**src/rtl/ram_ctrl_pkg.sv**
```systemverilog
// ram_ctrl_pkg: shared encodings and helpers for the RAM access controller.
//   state_t          - controller FSM states
//   SZ_*             - dp_size encodings (2'b11 is reserved/illegal)
//   PORT_*           - requester ids used by the grant and round-robin pointer
//   access_legal     - alignment / size legality check
//   last_index       - index of the final byte cycle for a size
//   get_byte         - little-endian byte select from a 32-bit word
package ram_ctrl_pkg;

  typedef enum logic [1:0] {
    IDLE    = 2'd0,
    ACCESS  = 2'd1,
    DONE    = 2'd2,
    RELEASE = 2'd3
  } state_t;

  localparam logic [1:0] SZ_BYTE = 2'b00;
  localparam logic [1:0] SZ_HALF = 2'b01;
  localparam logic [1:0] SZ_WORD = 2'b10;

  localparam logic PORT_IF = 1'b0;
  localparam logic PORT_DP = 1'b1;

  function automatic logic access_legal(input logic [1:0] size, input logic [1:0] addr_lo);
    logic ok;
    case (size)
      SZ_BYTE: ok = 1'b1;
      SZ_HALF: ok = (addr_lo[0] == 1'b0);
      SZ_WORD: ok = (addr_lo == 2'b00);
      default: ok = 1'b0;
    endcase
    return ok;
  endfunction

  function automatic logic [1:0] last_index(input logic [1:0] size);
    logic [1:0] li;
    case (size)
      SZ_BYTE: li = 2'd0;
      SZ_HALF: li = 2'd1;
      SZ_WORD: li = 2'd3;
      default: li = 2'd0;
    endcase
    return li;
  endfunction

  function automatic logic [7:0] get_byte(input logic [31:0] word, input logic [1:0] idx);
    logic [7:0] b;
    case (idx)
      2'd0:    b = word[7:0];
      2'd1:    b = word[15:8];
      2'd2:    b = word[23:16];
      2'd3:    b = word[31:24];
      default: b = 8'h00;
    endcase
    return b;
  endfunction

endpackage

```
**src/rtl/ram_wait_counter.sv**
```systemverilog
// ram_wait_counter: wait-state counter for one RAM byte cycle.
//   CLK, RESET_N - clock, async active-low reset
//   clear        - force the count back to 0
//   enable       - count this cycle
//   last         - high during the final wait cycle of a byte (count == WAIT_CYCLES-1)
module ram_wait_counter #(
  parameter int WAIT_CYCLES = 2
) (
  input  logic CLK,
  input  logic RESET_N,
  input  logic clear,
  input  logic enable,
  output logic last
);

  logic [3:0] cnt_r;

  assign last = enable && (cnt_r == 4'(WAIT_CYCLES - 1));

  // Count 0..WAIT_CYCLES-1 while enabled, wrapping on the last cycle.
  always_ff @(posedge CLK or negedge RESET_N) begin
    if (!RESET_N) begin
      cnt_r <= 4'd0;
    end else if (clear) begin
      cnt_r <= 4'd0;
    end else if (enable) begin
      cnt_r <= last ? 4'd0 : cnt_r + 4'd1;
    end else begin
      cnt_r <= cnt_r;
    end
  end

endmodule

```
**src/rtl/ram_access_ctrl.sv**
```systemverilog
// ram_access_ctrl: arbitrates the 256x8 RAM between the instruction-fetch (IF)
// and data (DP) ports and splits half/word accesses into little-endian byte
// cycles of WAIT_CYCLES clocks each.
//   CLK, RESET_N                 - clock, async active-low reset
//   if_req/if_addr               - IF word-read request (held until if_moc)
//   if_moc/if_rdata              - IF completion pulse and read word
//   dp_req/dp_rw/dp_size/dp_addr/dp_wdata - DP request (held until dp_moc)
//   dp_moc/dp_rdata/dp_err       - DP completion pulse, read data, error flag
//   ram_en/ram_we/ram_addr/ram_wdata/ram_rdata - byte-wide RAM interface
// All outputs are registered; they are computed from next-state values so
// the RAM bus is active in the same cycle the FSM sits in ACCESS.
module ram_access_ctrl
  import ram_ctrl_pkg::*;
#(
  parameter int WAIT_CYCLES = 2,
  parameter int ADDR_W      = 8
) (
  input  logic              CLK,
  input  logic              RESET_N,
  input  logic              if_req,
  input  logic [ADDR_W-1:0] if_addr,
  output logic              if_moc,
  output logic [31:0]       if_rdata,
  input  logic              dp_req,
  input  logic              dp_rw,
  input  logic [1:0]        dp_size,
  input  logic [ADDR_W-1:0] dp_addr,
  input  logic [31:0]       dp_wdata,
  output logic              dp_moc,
  output logic [31:0]       dp_rdata,
  output logic              dp_err,
  output logic              ram_en,
  output logic              ram_we,
  output logic [ADDR_W-1:0] ram_addr,
  output logic [7:0]        ram_wdata,
  input  logic [7:0]        ram_rdata
);

  state_t            state_r, state_s;
  logic              grant_r, grant_s;
  logic              last_port_r, last_port_s;
  logic [ADDR_W-1:0] addr_r, addr_s;
  logic [1:0]        size_r, size_s;
  logic              rw_r, rw_s;
  logic [31:0]       wdata_r, wdata_s;
  logic [1:0]        idx_r, idx_s;
  logic [31:0]       result_r, result_s;
  logic              err_r, err_s;
  logic              wait_last_s;

  logic              ram_en_s, ram_we_s, if_moc_s, dp_moc_s, dp_err_s;
  logic [ADDR_W-1:0] ram_addr_s;
  logic [7:0]        ram_wdata_s;
  logic [31:0]       if_rdata_s, dp_rdata_s;

  ram_wait_counter #(.WAIT_CYCLES(WAIT_CYCLES)) u_wait (
    .CLK     (CLK),
    .RESET_N (RESET_N),
    .clear   (state_r != ACCESS),
    .enable  (state_r == ACCESS),
    .last    (wait_last_s)
  );

  // State and datapath registers plus registered outputs.
  always_ff @(posedge CLK or negedge RESET_N) begin
    if (!RESET_N) begin
      state_r     <= IDLE;
      grant_r     <= PORT_IF;
      last_port_r <= PORT_IF;   // IF "served last" so DP wins the first tie
      addr_r      <= {ADDR_W{1'b0}};
      size_r      <= SZ_BYTE;
      rw_r        <= 1'b1;
      wdata_r     <= 32'h0000_0000;
      idx_r       <= 2'd0;
      result_r    <= 32'h0000_0000;
      err_r       <= 1'b0;
      ram_en      <= 1'b0;
      ram_we      <= 1'b0;
      ram_addr    <= {ADDR_W{1'b0}};
      ram_wdata   <= 8'h00;
      if_moc      <= 1'b0;
      dp_moc      <= 1'b0;
      dp_err      <= 1'b0;
      if_rdata    <= 32'h0000_0000;
      dp_rdata    <= 32'h0000_0000;
    end else begin
      state_r     <= state_s;
      grant_r     <= grant_s;
      last_port_r <= last_port_s;
      addr_r      <= addr_s;
      size_r      <= size_s;
      rw_r        <= rw_s;
      wdata_r     <= wdata_s;
      idx_r       <= idx_s;
      result_r    <= result_s;
      err_r       <= err_s;
      ram_en      <= ram_en_s;
      ram_we      <= ram_we_s;
      ram_addr    <= ram_addr_s;
      ram_wdata   <= ram_wdata_s;
      if_moc      <= if_moc_s;
      dp_moc      <= dp_moc_s;
      dp_err      <= dp_err_s;
      if_rdata    <= if_rdata_s;
      dp_rdata    <= dp_rdata_s;
    end
  end

  // Next-state and datapath: arbitration, byte sequencing, read capture.
  always_comb begin
    state_s     = state_r;
    grant_s     = grant_r;
    last_port_s = last_port_r;
    addr_s      = addr_r;
    size_s      = size_r;
    rw_s        = rw_r;
    wdata_s     = wdata_r;
    idx_s       = idx_r;
    result_s    = result_r;
    err_s       = err_r;
    case (state_r)
      IDLE: begin
        if (if_req || dp_req) begin
          if (if_req && dp_req) begin
            grant_s = (last_port_r == PORT_DP) ? PORT_IF : PORT_DP;
          end else begin
            grant_s = dp_req ? PORT_DP : PORT_IF;
          end
          if (grant_s == PORT_DP) begin
            addr_s  = dp_addr;
            size_s  = dp_size;
            rw_s    = dp_rw;
            wdata_s = dp_wdata;
          end else begin
            addr_s  = if_addr;
            size_s  = SZ_WORD;
            rw_s    = 1'b1;
            wdata_s = 32'h0000_0000;
          end
          idx_s    = 2'd0;
          result_s = 32'h0000_0000;  // unread upper bytes give zero-extension
          if (access_legal(size_s, addr_s[1:0])) begin
            err_s   = 1'b0;
            state_s = ACCESS;
          end else begin
            err_s   = 1'b1;
            state_s = DONE;
          end
        end else begin
          state_s = IDLE;
        end
      end
      ACCESS: begin
        if (wait_last_s) begin
          if (rw_r) begin
            result_s[{idx_r, 3'b000} +: 8] = ram_rdata;
          end else begin
            result_s = result_r;
          end
          if (idx_r == last_index(size_r)) begin
            state_s = DONE;
          end else begin
            idx_s = idx_r + 2'd1;
          end
        end else begin
          state_s = ACCESS;
        end
      end
      DONE: begin
        state_s     = RELEASE;
        last_port_s = grant_r;
      end
      RELEASE: begin
        // Wait for the served requester to drop req so a held req cannot retrigger.
        if (((grant_r == PORT_DP) ? dp_req : if_req) == 1'b0) begin
          state_s = IDLE;
        end else begin
          state_s = RELEASE;
        end
      end
      default: begin
        state_s = IDLE;
      end
    endcase
  end

  // Output decode from the next-state values, registered above.
  always_comb begin
    ram_en_s    = (state_s == ACCESS);
    ram_we_s    = ram_en_s && !rw_s;
    ram_addr_s  = ram_en_s ? (addr_s + ADDR_W'(idx_s)) : {ADDR_W{1'b0}};
    ram_wdata_s = ram_we_s ? get_byte(wdata_s, idx_s) : 8'h00;
    if_moc_s    = (state_s == DONE) && (grant_s == PORT_IF);
    dp_moc_s    = (state_s == DONE) && (grant_s == PORT_DP);
    dp_err_s    = dp_moc_s && err_s;
    if_rdata_s  = (if_moc_s && rw_s) ? result_s : if_rdata;
    dp_rdata_s  = (dp_moc_s && rw_s) ? result_s : dp_rdata;
  end

endmodule

```
**config.mk**
```make
export PLATFORM = sky130hd
export DESIGN_NAME = ram_access_ctrl
export DESIGN_NICKNAME = d
export VERILOG_FILES = /design/src/rtl/ram_ctrl_pkg.sv /design/src/rtl/ram_wait_counter.sv /design/src/rtl/ram_access_ctrl.sv
export SDC_FILE = /design/constraint.sdc
export NUM_CORES = 1
export LEC_CHECK = 0
export BUFFER_PORTS_ARGS = -buffer_cell sky130_fd_sc_hd__buf_2
export CORE_MARGIN = 5
export CORE_UTILIZATION = 45
export DETAILED_ROUTE_END_ITERATION = 7
export HOLD_SLACK_MARGIN = 0.02
export PLACE_DENSITY_LB_ADDON = 0.15
export SYNTH_ARGS = -nofsm -noshare
export SYNTH_HDL_FRONTEND = slang
export SYNTH_SLANG_ARGS = --single-unit
```
**constraint.sdc**
```tcl
create_clock -name CLK -period 3.05 [get_ports CLK]
set_input_delay 0.1525 -clock CLK [delete_from_list [all_inputs] [get_ports CLK]]
set_output_delay 0.1525 -clock CLK [all_outputs]
set_load 0.01 [all_outputs]
```
==> results of run 1 <==
==> worst max path at each step <==
stage	start	endpoint	slack, ns	cells after the start
floorplan	u_wait.cnt_r[1]$_DFF_PN0_	ram_addr[4]$_DFF_PN0_	0.01	13
global placement	u_wait.cnt_r[1]$_DFF_PN0_	ram_addr[4]$_DFF_PN0_	0.15	12
detailed placement	u_wait.cnt_r[1]$_DFF_PN0_	ram_addr[6]$_DFF_PN0_	0.08	12
CTS	u_wait.cnt_r[1]$_DFF_PN0_	ram_addr[6]$_DFF_PN0_	0.06	12
global route	u_wait.cnt_r[1]$_DFF_PN0_	ram_addr[4]$_DFF_PN0_	0.01	12
finish	u_wait.cnt_r[1]$_DFF_PN0_	ram_addr[6]$_DFF_PN0_	0.09	12
==> repair_timing <==
| action | CTS | global route |
|---|---|---|
| gates resized for setup | 0 | 1 |
| setup endpoints to repair | 0 | 2 |
| buffers inserted | 0 | 2 |
| hold endpoints to repair | 108 | 0 |
| hold buffers | 37 | 0 |
==> critical path: cells and delay by family (launching register included) <==
family / cells / cell delay [ns]
adder cells (fa/ha/maj): 2 / 0.39
AND/OR/NAND/NOR: 6 / 1.71
XOR/XNOR: 1 / 0.12
buffers and inverters: 1 / 0.06
flip-flops: 1 / 0.40
AO/OA/AOI/OAI: 2 / 0.20
==> registers in the layout, summed over array words and instances, names as in the netlist, 4 cells and up <==
signal,flops
dp_rdata,32
wdata_r,32
result_r,32
addr_r,8
ram_addr,8
u_wait.cnt_r,4
ram_wdata,8
if_rdata,32
==> logic make-up after synthesis <==
kind of cell	synth area share (%)
xor gates and xnor gates	0.7274
buffers and inverters	3.013
muxes	11.24
adders and majority gates	1.732
AOI/OAI and AO/OA	13.77
and+or+nand+nor	10.29
DFF	59.24
==> cells in the mapped netlist, types with 5 or more instances <==
cell	number	area share, %
buf_4	5	0.52
ha_1	10	1.7
nand2b_1	6	0.52
nand2_1	41	2.1
nor2_1	27	1.4
buf_2	16	1.1
nand3_1	8	0.55
a21oi_1	14	0.97
inv_1	7	0.36
a22o_1	64	7.8
nor2b_1	5	0.43
dfrtp_1	170	59
mux2_1	9	1.4
nor3_1	13	0.90
or4_1	5	0.52
a31oi_1	10	0.87
mux2_2	57	8.9
==> routing by layer <==
metal	track usage, %	routed length [um]	vias up
li1	-	-	2431
met1	26.81	8170	2631
met2	30.81	8562	124
met3	4.154	718	9
met4	4.927	138	0
met5	0	0	-
==> cell type report <==
| type | count | area (um2) | share of cell area, % |
|---|---|---|---|
| clock buffer | 18 | 429.2 | 4.639 |
| inverter | 9 | 36.28 | 0.3922 |
| tap | 216 | 270.3 | 2.921 |
| clock inverter | 14 | 158.9 | 1.718 |
| timing repair buffer | 208 | 1318 | 14.24 |
| multi-input combinational | 347 | 2758 | 29.81 |
| sequential | 171 | 4282 | 46.28 |
==> per-stage QoR <==
| step | std cells | util, % |
|---|---|---|
| floorplan | 557 | - |
| global placement | 912 | 52.25 |
| detailed placement | 912 | 52.25 |
| CTS | 981 | 58.31 |
| global route | 983 | 58.45 |
| finish | 983 | 58.45 |
==> power by group through the flow <==
| stage | clock (uW) | combinational [uW] | sequential [uW] |
|---|---|---|---|
| after CTS | 2210 | 3100 | 3040 |
| after floorplan | 0 | 2100 | 3110 |
| after global routing | 2310 | 3400 | 3090 |
| final | 2160 | 3110 | 3030 |
| after global placement | 0 | 2970 | 3050 |
| after detailed placement | 0 | 3030 | 3060 |
==> summary.md, run 1 <==
| Metric | Value |
|---|---|
| Status | `finished, final reports clean` |
| Worst endpoint required time | `approximately 3.4 ns` |
| RSZ-0062 raised after global routing | `false` |
| CP cell instances | `inv_1, ha_1, or3b_4, or4b_4, nand2_4, nor2_4, xnor2_2, ha_2, nand3b_2, o22ai_4, or4_1, o21ai_1` |
| Switching share of power | `a little over a third` |
| Max transition margin | `53.60%` |
| Post-route minimum period | `between 2 and 3 ns` |
| CP max FO | `5` |
| Library cells used by synthesis | `66` |
| WL per Instance | `~18 um` |
| N_diodes | `0` |
| DRT Wirelength | `17.59 mm` |
| Max rail drop VDD | `0.5042 mV` |
| Least-Margin Pin Slew | `about 0.70 ns` |
| Internal Power | `5370 uW` |
| CP peak stage delay | `0.55 ns` |
| Post-Syn Nets | `630` |
| Mapped cell area | `a little over 7000 um2` |
| Slack of the critical path | `just over 0.09 ns` |
| Comb pwr share | `around 38%` |
| Setup TNS | `0 ns` |
| WHS Endpoint | `addr_r[0]$_DFF_PN0_` |
| Remaining global-route overflow | `0` |
| Die area | `18,690 um2` |
| Vias in the first global route | `~5,400` |
| Starting Density | `around 46%` |
| R2R Setup Slk | `roughly 0.09 ns` |
| Most common cell after layout, fill and taps aside | `dfrtp_1` |
| Avg Synthesized Cell Area | `roughly 13 um2` |
| Hold Path Stages | `3` |
| Sequential area share after synthesis | `about three fifths` |
| Slew Limit Fails | `0` |
| H-tree Lvls | `4` |
| Routed Antenna Nets | `0` |
| Area of the core | `approximately 16,000 um2` |
| Final period util | `a little over nine tenths` |
| Critical path class | `flip-flop to flip-flop` |
| Clk slew on worst S/H paths | `0.06 ns` |
| Async SR Flop Fraction | `100.0%` |
| Vias per cell | `between 5 and 6` |
| Detailed placement HPWL | `roughly 12 mm` |
| CP max-delay cell | `or4b_4` |
| Root buffer cell | `clkbuf_16` |
| CP endpoint kind | `flip-flop` |
| Critical path arrival | `3.29 ns` |
| Clock power share | `between 20% and 30%` |
| Die height | `about 140 um` |
| Seq pwr share | `a little over a third` |
| Largest net degree at the start of global routing | `76` |
| RePlAce Congestion | `approximately 0.82` |
| Final Setup Violations | `0` |
| Ys flop type | `dfrtp_1` |
| Hold Crit Start | `if_addr[0]` |
| Placed Instance Area | `8270 um2` |
| FILL cells | `between 1,000 and 1,500` |
| Drt first-iter violations | `323` |
| R2R Path End | `ram_addr[6]$_DFF_PN0_` |
| R2R depth | `12` |
| Port Buffers | `~150` |
| Max_cap viols | `0` |
| Pre-CTS setup slack | `just over 0.08 ns` |
| Reg2reg start | `u_wait.cnt_r[1]$_DFF_PN0_` |
| CTS tree | `built` |
| Yosys warns | `0` |
| Min-Delay Path Class | `input port to flip-flop` |
| EDFF count, synth | `0` |
| Clk sinks | `roughly 170` |
| Router iterations before antenna repair | `5` |
| Tot Pwr | `8306 uW` |
| Crit path launch type | `flip-flop` |
| Fmax achieved | `roughly 0.34 GHz` |
| Final Skew | `approximately 0.013 ns` |
| PD cells | `897.8 nW/um2` |
| Vias | `a little over 5,000` |
| Final #Nets | `827` |
| Num CTS Buffers | `17` |
| Yosys reg bits | `171` |
| Initial antenna violation count | `0` |
| Site Rows | `between 40 and 50` |
| I/O pin count | `about 150` |
| Cells after synthesis | `about 560` |
| Die Width | `about 140 um` |
| Layout cells sized above 1 | `roughly two fifths` |
| Final hold slack | `0.05280 ns` |
| Total track usage | `approximately a fifth` |
| LEAKAGE | `0.004715 uW` |
| First-pass GRT wire length | `~28 mm` |
| Post-route cell area | `between 9000 and 10,000 um2` |
| Remaining DRCs | `0` |
| Commonest cells after routing, fill and taps aside | `dfrtp_1 (169), buf_2 (146), a22o_1 (64)` |
| Longest Clk Path Bufs | `2` |
| Syn-to-layout area delta | `28.03%` |
| Sw Pwr | `between 2000 and 3000 uW` |
| Final hold vios | `0` |
| Worst-Skew Late Latency | `between 0.4 and 0.5 ns` |
No activity file was read; power rests on OpenSTA's default activity.
==> run 2, diff against run 1 <==
--- a/config.mk
+++ b/config.mk
@@ -7,7 +7,7 @@
 export LEC_CHECK = 0
 export BUFFER_PORTS_ARGS = -buffer_cell sky130_fd_sc_hd__buf_2
 export CORE_MARGIN = 5
-export CORE_UTILIZATION = 45
+export CORE_UTILIZATION = 44
 export DETAILED_ROUTE_END_ITERATION = 7
 export HOLD_SLACK_MARGIN = 0.02
 export PLACE_DENSITY_LB_ADDON = 0.15
==> summary.md, run 2 (synthesis gave the netlist of run 1 again) <==
| Metric | Value |
|---|---|
| N_diodes | `0 (unchanged)` |
| Fmax achieved | `0.3395 GHz (+0.45%)` |
| Die area | `19,090 um2 (+2.1%)` |
| Worst-Skew Late Latency | `0.42 ns (about the same)` |
| LEAKAGE | `0.004788 uW (+1.5%)` |
| Slack of the critical path | `0.1046 ns (+0.01326 ns)` |
| Max transition margin | `57.96% (+4.4 points)` |
| DRT Wirelength | `17.83 mm (+1.3%)` |
| CP most frequent cell | `ha_2` |
| Die height | `138.2 um (+1.0%)` |
| Max_cap viols | `0 (unchanged)` |
| Final #Nets | `832 (+0.60%)` |
| Clk slew on worst S/H paths | `0.07 ns (about the same)` |
| Area of the core | `16,000 um2 (+1.1%)` |
| Die Width | `138.2 um (+1.0%)` |
| CP peak stage delay | `0.57 ns (+0.02 ns)` |
| Post-route cell area | `9397 um2 (+1.6%)` |
| Placed Instance Area | `8285 um2 (+0.18%)` |
| Clk sinks | `171 (unchanged)` |
| Slew Limit Fails | `0 (unchanged)` |
| Min-Delay Path Class | `input port to flip-flop` |
| Router iterations before antenna repair | `4 (-1)` |
| Crit. Startpoint | `u_wait.cnt_r[1]$_DFF_PN0_` |
| Status | `finished, final reports clean` |
| Root buffer cell | `clkbuf_16` |
| Vias in the first global route | `5,462 (+1.3%)` |
| Final Setup Violations | `0 (unchanged)` |
| Post-route minimum period | `2.945 ns (-0.01326 ns)` |
| Layout cells sized above 1 | `38.99% (+0.53 points)` |
| WL met1 | `8.130 mm (-0.49%)` |
| Final hold vios | `0 (unchanged)` |
| CP max-delay cell | `or4b_4` |
| Drt first-iter violations | `241 (-25%)` |
| Vias | `5,203 (+0.15%)` |
| Multi-input gate area | `2769 um2 (+0.41%)` |
| Most common cell after layout, fill and taps aside | `dfrtp_1` |
| WL per Instance | `18.04 um (+0.83%)` |
| Least-Margin Pin Slew | `0.6306 ns (-0.06543 ns)` |
| Final Util | `58.73% (+0.28 points)` |
| Max Used Layer | `met4` |
| Crit path launch type | `flip-flop` |
| Site Rows | `46 (unchanged)` |
| Final Skew | `0.008352 ns (-0.004473 ns)` |
| I/O pin count | `148 (unchanged)` |
| Remaining DRCs | `0 (unchanged)` |
| Remaining global-route overflow | `0 (unchanged)` |
| First-pass GRT wire length | `29.35 mm (+4.2%)` |
| Max rail drop VDD | `0.4471 mV (-11%)` |
| Register area | `4282 um2 (unchanged)` |
| Num CTS Buffers | `17 (unchanged)` |
| Largest net degree at the start of global routing | `58 (-24%)` |
| Final period util | `96.57% (-0.43 points)` |
| CTS tree | `built` |
| Port Buffers | `147 (unchanged)` |
| H-tree Lvls | `4 (unchanged)` |
| RePlAce Congestion | `0.8243 (+0.51%)` |
| Worst endpoint required time | `3.40 ns (about the same)` |
| FILL cells | `1,338 (-0.22%)` |
| Hold Crit Start | `dp_addr[0]` |
| Pre-CTS setup slack | `0.07454 ns (-0.006977 ns)` |
| CP max FO | `5 (unchanged)` |
| CP cell instances | `inv_1, ha_2, or3b_4, or4b_4, nand2_4, nor2_4, xnor2_2, ha_2, nand3b_4, o22ai_4, or4_1, o21ai_1` |
| Reg2reg start | `u_wait.cnt_r[1]$_DFF_PN0_` |
| Longest Clk Path Bufs | `2 (unchanged)` |
| Commonest cells after routing, fill and taps aside | `dfrtp_1 (169), buf_2 (146), a22o_1 (64)` |
| CP endpoint kind | `flip-flop` |
| Routed Antenna Nets | `0 (unchanged)` |
| Critical path arrival | `3.29 ns (about the same)` |
| Setup TNS | `0 ns (unchanged)` |
| PD cells | `919.8 nW/um2 (+2.4%)` |
| Critical path class | `flip-flop to flip-flop` |
| Initial antenna violation count | `0 (unchanged)` |
| Metal3 WL | `733 um (+2.1%)` |
| Syn-to-layout area delta | `30.04%` |
| Met2 routed WL | `8.803 mm (+2.8%)` |
| Total track usage | `18.85% (-0.39 points)` |
| RSZ-0062 raised after global routing | `false` |
| Vias per cell | `5.266 (-0.35%)` |
| Starting Density | `45.16% (-0.49 points)` |
| Detailed placement HPWL | `12.38 mm (+1.6%)` |
==> run 2: cell count changes in the layout (fill, tap and decap cells not counted), moves of 2 or more <==
cell        change
bufinv_16       +3
buf_4           +4
clkinvlp_4      -2
clkinv_2        -2
clkbuf_8        +2
==> run 2: what timing repair did <==
| action | CTS | global route |
|---|---|---|
| setup endpoints to repair | 0 | 3 |
| hold buffers | 38 | 0 |
| buffers inserted | 0 | 4 |
| resized for setup | 0 | 3 |
| hold endpoints to repair | 124 | 0 |
==> run 2: per-stage QoR <==
stage	std cells	power, uW	hold slack, ns
2_1_floorplan	557	5202	-0.1431
3_3_place_gp	914	6035	0.05779
3_5_place_dp	914	6113	0.06057
4_1_cts	984	8661	0.02326
5_1_grt	988	9125	0.03905
6_report	988	8643	0.03724
==> run 2: worst max-delay path: cells and delay by family (launching register included) <==
family	cells	cell delay, ns
AO/OA/AOI/OAI	2	0.18
XOR/XNOR	1	0.12
adder cells (fa/ha/maj)	2	0.40
buffers and inverters	1	0.07
flip-flops	1	0.40
AND/OR/NAND/NOR	6	1.70
==> run 2: path summary, 6_finish.rpt <==
check / endpoint / slack [ns] / cells past startpoint
max reg2reg: ram_addr[6]$_DFF_PN0_ / 0.10 / 12
max in group asynchronous: result_r[21]$_DFF_PN0_ / 1.98 / 3
max: ram_addr[6]$_DFF_PN0_ / 0.10 / 12
min reg2reg: dp_rdata[28]$_DFFE_PN0P_ / 0.49 / 1
min: addr_r[0]$_DFF_PN0_ / 0.04 / 3
min in group asynchronous: wdata_r[12]$_DFF_PN0_ / 0.18 / 2
==> run 2: area by class of cell <==
cell class | count | share of cell area (%)
inverters | 9 | 0.3862
multi-input cells | 347 | 29.47
well taps | 216 | 2.876
clock inverters | 13 | 2.437
clock buffers | 19 | 4.820
flip-flops and latches | 171 | 45.57
repair buffers | 213 | 14.45
==> run 2: per-layer routing <==
metal / vias to the layer above / global-route usage, %
met5: - / 0
met4: 0 / 4.888
met3: 14 / 4.241
met2: 109 / 31.22
met1: 2633 / 25.29
li1: 2447 / -
==> run 2: power by group <==
group,switching [uW],internal (uW)
Clock,936,1520
Sequential,230,2810
Combinational,1780,1370
Total,2950,5700
==> run 3, diff against run 2 <==
--- a/config.mk
+++ b/config.mk
@@ -5,11 +5,12 @@
 export SDC_FILE = /design/constraint.sdc
 export NUM_CORES = 1
 export LEC_CHECK = 0
+export ABC_AREA = 1
 export BUFFER_PORTS_ARGS = -buffer_cell sky130_fd_sc_hd__buf_2
 export CORE_MARGIN = 5
 export CORE_UTILIZATION = 44
 export DETAILED_ROUTE_END_ITERATION = 7
-export HOLD_SLACK_MARGIN = 0.02
+export HOLD_SLACK_MARGIN = 0.06
 export PLACE_DENSITY_LB_ADDON = 0.15
 export SYNTH_ARGS = -nofsm -noshare
 export SYNTH_HDL_FRONTEND = slang
==> summary.md, run 3 <==
| Metric | Value |
|---|---|
| Status | `finished, final reports clean` |
| Slack of the critical path | `0.4462 ns (+0.3416 ns)` |
| Remaining DRCs | `0 (unchanged)` |
| Yosys warns | `0 (unchanged)` |
| Largest family of logic cells by synthesized area | `simple AND/OR/NAND/NOR gates` |
| EDFF count, synth | `0 (unchanged)` |
| Final Skew | `0.008048 ns (-0.0003040 ns)` |
| Post-route cell area | `9513 um2 (+1.2%)` |
| Library cells used by synthesis | `42 (-36%)` |
| Finished Layout Cells | `1,265 (+28%)` |
| Mux share of post-synthesis cell area | `0% (-11 points)` |
| Switching share of power | `40.71% (+6.6 points)` |
| Ys flop type | `dfrtp_1` |
| Seq pwr share | `36.3% (+1.1 points)` |
| Area of the core | `17,180 um2 (+7.4%)` |
| Worst endpoint required time | `3.38 ns (-0.02 ns)` |
| Reg2reg start | `idx_r[1]$_DFF_PN0_` |
| Most common cell after layout, fill and taps aside | `nand2_1` |
| Pre-CTS setup slack | `0.4529 ns (+0.3784 ns)` |
| CP max FO | `6 (+1)` |
| Final Setup Violations | `0 (unchanged)` |
| Crit. Startpoint | `idx_r[1]$_DFF_PN0_` |
| Worst-Skew Late Latency | `0.43 ns (about the same)` |
| Fmax achieved | `0.3841 GHz (+13%)` |
| Vias per cell | `5.228 (-0.73%)` |
| Total track usage | `21.40% (+2.6 points)` |
| Placed Instance Area | `8563 um2 (+3.4%)` |
| Port Buffers | `147 (unchanged)` |
| R2R Path End | `ram_addr[6]$_DFF_PN0_` |
| CP cell instances | `inv_1, nand2_1, nand2_1, o211ai_1, o21ai_0, nor2_1, ha_1, ha_1, inv_1, nand2_1, nand2_1, nor2_2, nand3_1, nand2_1, nor2_1` |
| Internal Power | `5040 uW (-12%)` |
| Cts hold-fix bufs | `37 (-2.6%)` |
| Layout cells sized above 1 | `22.12% (-17 points)` |
| H-tree Lvls | `4 (unchanged)` |
| Synth Area in Compound Gates | `8.478% (-5.3 points)` |
| Clk slew on worst S/H paths | `0.07 ns (about the same)` |
| Sequential area share after synthesis | `55.88% (-3.4 points)` |
| Sw Pwr | `3460 uW (+17%)` |
| Top-area cell type share of the netlist area | `55.54% (-3.3 points)` |
| Setup TNS | `0 ns (unchanged)` |
| Final #Nets | `1,100 (+32%)` |
| Post-Syn Nets | `927 (+47%)` |
| Final period util | `85.37% (-11 points)` |
| Remaining global-route overflow | `0 (unchanged)` |
| Crit path launch type | `flip-flop` |
| Count leader, synth | `nand2_1` |
| I/O pin count | `148 (unchanged)` |
| Die area | `20,150 um2 (+5.6%)` |
| Num CTS Buffers | `17 (unchanged)` |
| Post-cts resize count | `0 (unchanged)` |
| Most frequent cells after synthesis | `nand2_1 (272), dfrtp_1 (170), nand3_1 (89)` |
| Vias | `6,613 (+27%)` |
| # placed instances | `1,196 (+31%)` |
| Initial antenna violation count | `0 (unchanged)` |
| Slew Limit Fails | `0 (unchanged)` |
| Avg Synthesized Cell Area | `8.969 um2 (-31%)` |
| First-pass GRT wire length | `34.42 mm (+17%)` |
| Mapped cell area | `7660 um2 (+6.0%)` |
| Critical path arrival | `2.93 ns (-0.36 ns)` |
| Die Width | `141.9 um (+2.7%)` |
| Commonest cells after routing, fill and taps aside | `nand2_1 (272), dfrtp_1 (170), buf_2 (146)` |
| Drt first-iter violations | `491 (+100%)` |
| Router iterations before antenna repair | `5 (+1)` |
| WL per Instance | `16.26 um (-9.9%)` |
| Max_cap viols | `0 (unchanged)` |
| End of the critical path | `ram_addr[6]$_DFF_PN0_` |
| Postcts setup bufs | `0 (unchanged)` |
| Largest net degree at the start of global routing | `74 (+28%)` |
| Critical path class | `flip-flop to flip-flop` |
| Starting Density | `44.59% (-0.56 points)` |
| PD cells | `893.5 nW/um2 (-2.9%)` |
| Comb pwr share | `38.4% (+2.0 points)` |
| N_diodes | `0 (unchanged)` |
| Max transition margin | `53.27% (-4.7 points)` |
| CP most frequent cell | `nand2_1` |
| Site Rows | `48 (+4.3%)` |
| CP max-delay cell | `dfrtp_1` |
| Final hold vios | `0 (unchanged)` |
| Yosys reg bits | `171 (unchanged)` |
| Clock power share | `25.3% (-3.1 points)` |
| CTS tree | `built` |
| Simple-Gate Fraction of Synth Area | `28.00% (+18 points)` |
| RSZ-0062 raised after global routing | `false` |
| CP peak stage delay | `0.45 ns (-0.12 ns)` |
| Detailed placement HPWL | `14.04 mm (+13%)` |
| Min-Delay Path Class | `input port to flip-flop` |
| Vias in the first global route | `6,700 (+23%)` |
| Cells after synthesis | `854 (+53%)` |
| Synth area leader | `dfrtp_1` |
| Die height | `141.9 um (+2.7%)` |
| Routed Antenna Nets | `0 (unchanged)` |
| Post-route minimum period | `2.604 ns (-0.3416 ns)` |
| Max rail drop VDD | `0.4987 mV (+12%)` |
| R2R depth | `15 (+3)` |
| DRT Wirelength | `20.57 mm (+15%)` |
| Async SR Flop Fraction | `100.0% (unchanged)` |
| Clk sinks | `171 (unchanged)` |
| Root buffer cell | `clkbuf_16` |
| Largest cells by area after synthesis | `dfrtp_1 (56%), nand2_1 (13%), nand3_1 (5.8%)` |
| Post-synthesis adder-cell area fraction | `1.633% (-0.098 points)` |
| R2R Setup Slk | `0.45 ns (+0.34 ns)` |
| LEAKAGE | `0.005138 uW (+7.3%)` |
| Least-Margin Pin Slew | `0.7009 ns (+0.07032 ns)` |
| RePlAce Congestion | `0.8344 (+1.2%)` |
| Longest Clk Path Bufs | `2 (unchanged)` |
| Synth Area in XOR/XNOR | `0.2287% (-0.50 points)` |
| Syn-to-layout area delta | `24.19%` |
| CP endpoint kind | `flip-flop` |
run 3: cells by family after synthesis:
kind of cell             after synthesis
adder cells (fa/ha/maj)               10
AND/OR/NAND/NOR                      470
flip-flops                           171
XOR/XNOR                               2
AO/OA/AOI/OAI                        105
buffers and inverters                 96
run 3: power by group through the flow:
stage          clock (uW)  combinational [uW]  sequential [uW]
3_3_place_gp            0                3190             3110
2_1_floorplan           0                2210             3180
3_5_place_dp            0                3230             3120
6_report             2150                3260             3080
4_1_cts              2180                3300             3080
5_1_grt              2290                3680             3140
run 3: worst max-delay path: cells and delay by family, from the launching register on:
kind	cells	cell delay, ns
adders and majority gates	2	0.45
DFF	1	0.45
AOI/OAI and AO/OA	2	0.37
buffers and inverters	2	0.19
and+or+nand+nor	9	1.04
run 3: layout make-up:
class	count	area, um2
Clock buffer	22	464.2
Clock inverter	10	115.1
Fill cell	1618	7664
Inverter	50	190.2
Multi-Input combinational cell	587	2937
Sequential cell	171	4280
Tap cell	225	281.5
Timing Repair Buffer	200	1245
run 3: worst min path at each step:
stage | from | endpoint | slack [ns] | cells past startpoint
finish | ram_rdata[2] | result_r[26]$_DFF_PN0_ | 0.07 | 3
global route | ram_rdata[2] | result_r[26]$_DFF_PN0_ | 0.08 | 3
CTS | ram_rdata[7] | result_r[15]$_DFF_PN0_ | 0.06 | 3
detailed placement | RESET_N | if_rdata[23]$_DFFE_PN0P_ | 0.23 | 1
global placement | RESET_N | if_rdata[23]$_DFFE_PN0P_ | 0.24 | 1
floorplan | RESET_N | addr_r[0]$_DFF_PN0_ | -0.14 | 0
run 3: metrics by stage:
| stage | total power, uW | util (%) | hold WS, ns |
|---|---|---|---|
| finish | 8499 | 55.38 | 0.07197 |
| global route | 9109 | 55.38 | 0.07904 |
| global placement | 6291 | 49.85 | 0.2375 |
| detailed placement | 6350 | 49.85 | 0.2310 |
| CTS | 8563 | 55.38 | 0.06087 |
| floorplan | 5382 | - | -0.1431 |
run 3: metal layers:
layer | global-route usage, % | vias up | wire (um)
li1 | - | 3207 | -
met1 | 29.48 | 3186 | 9401
met2 | 34.40 | 190 | 9722
met3 | 4.469 | 30 | 1061
met4 | 6.414 | 0 | 387
met5 | 0 | - | 0
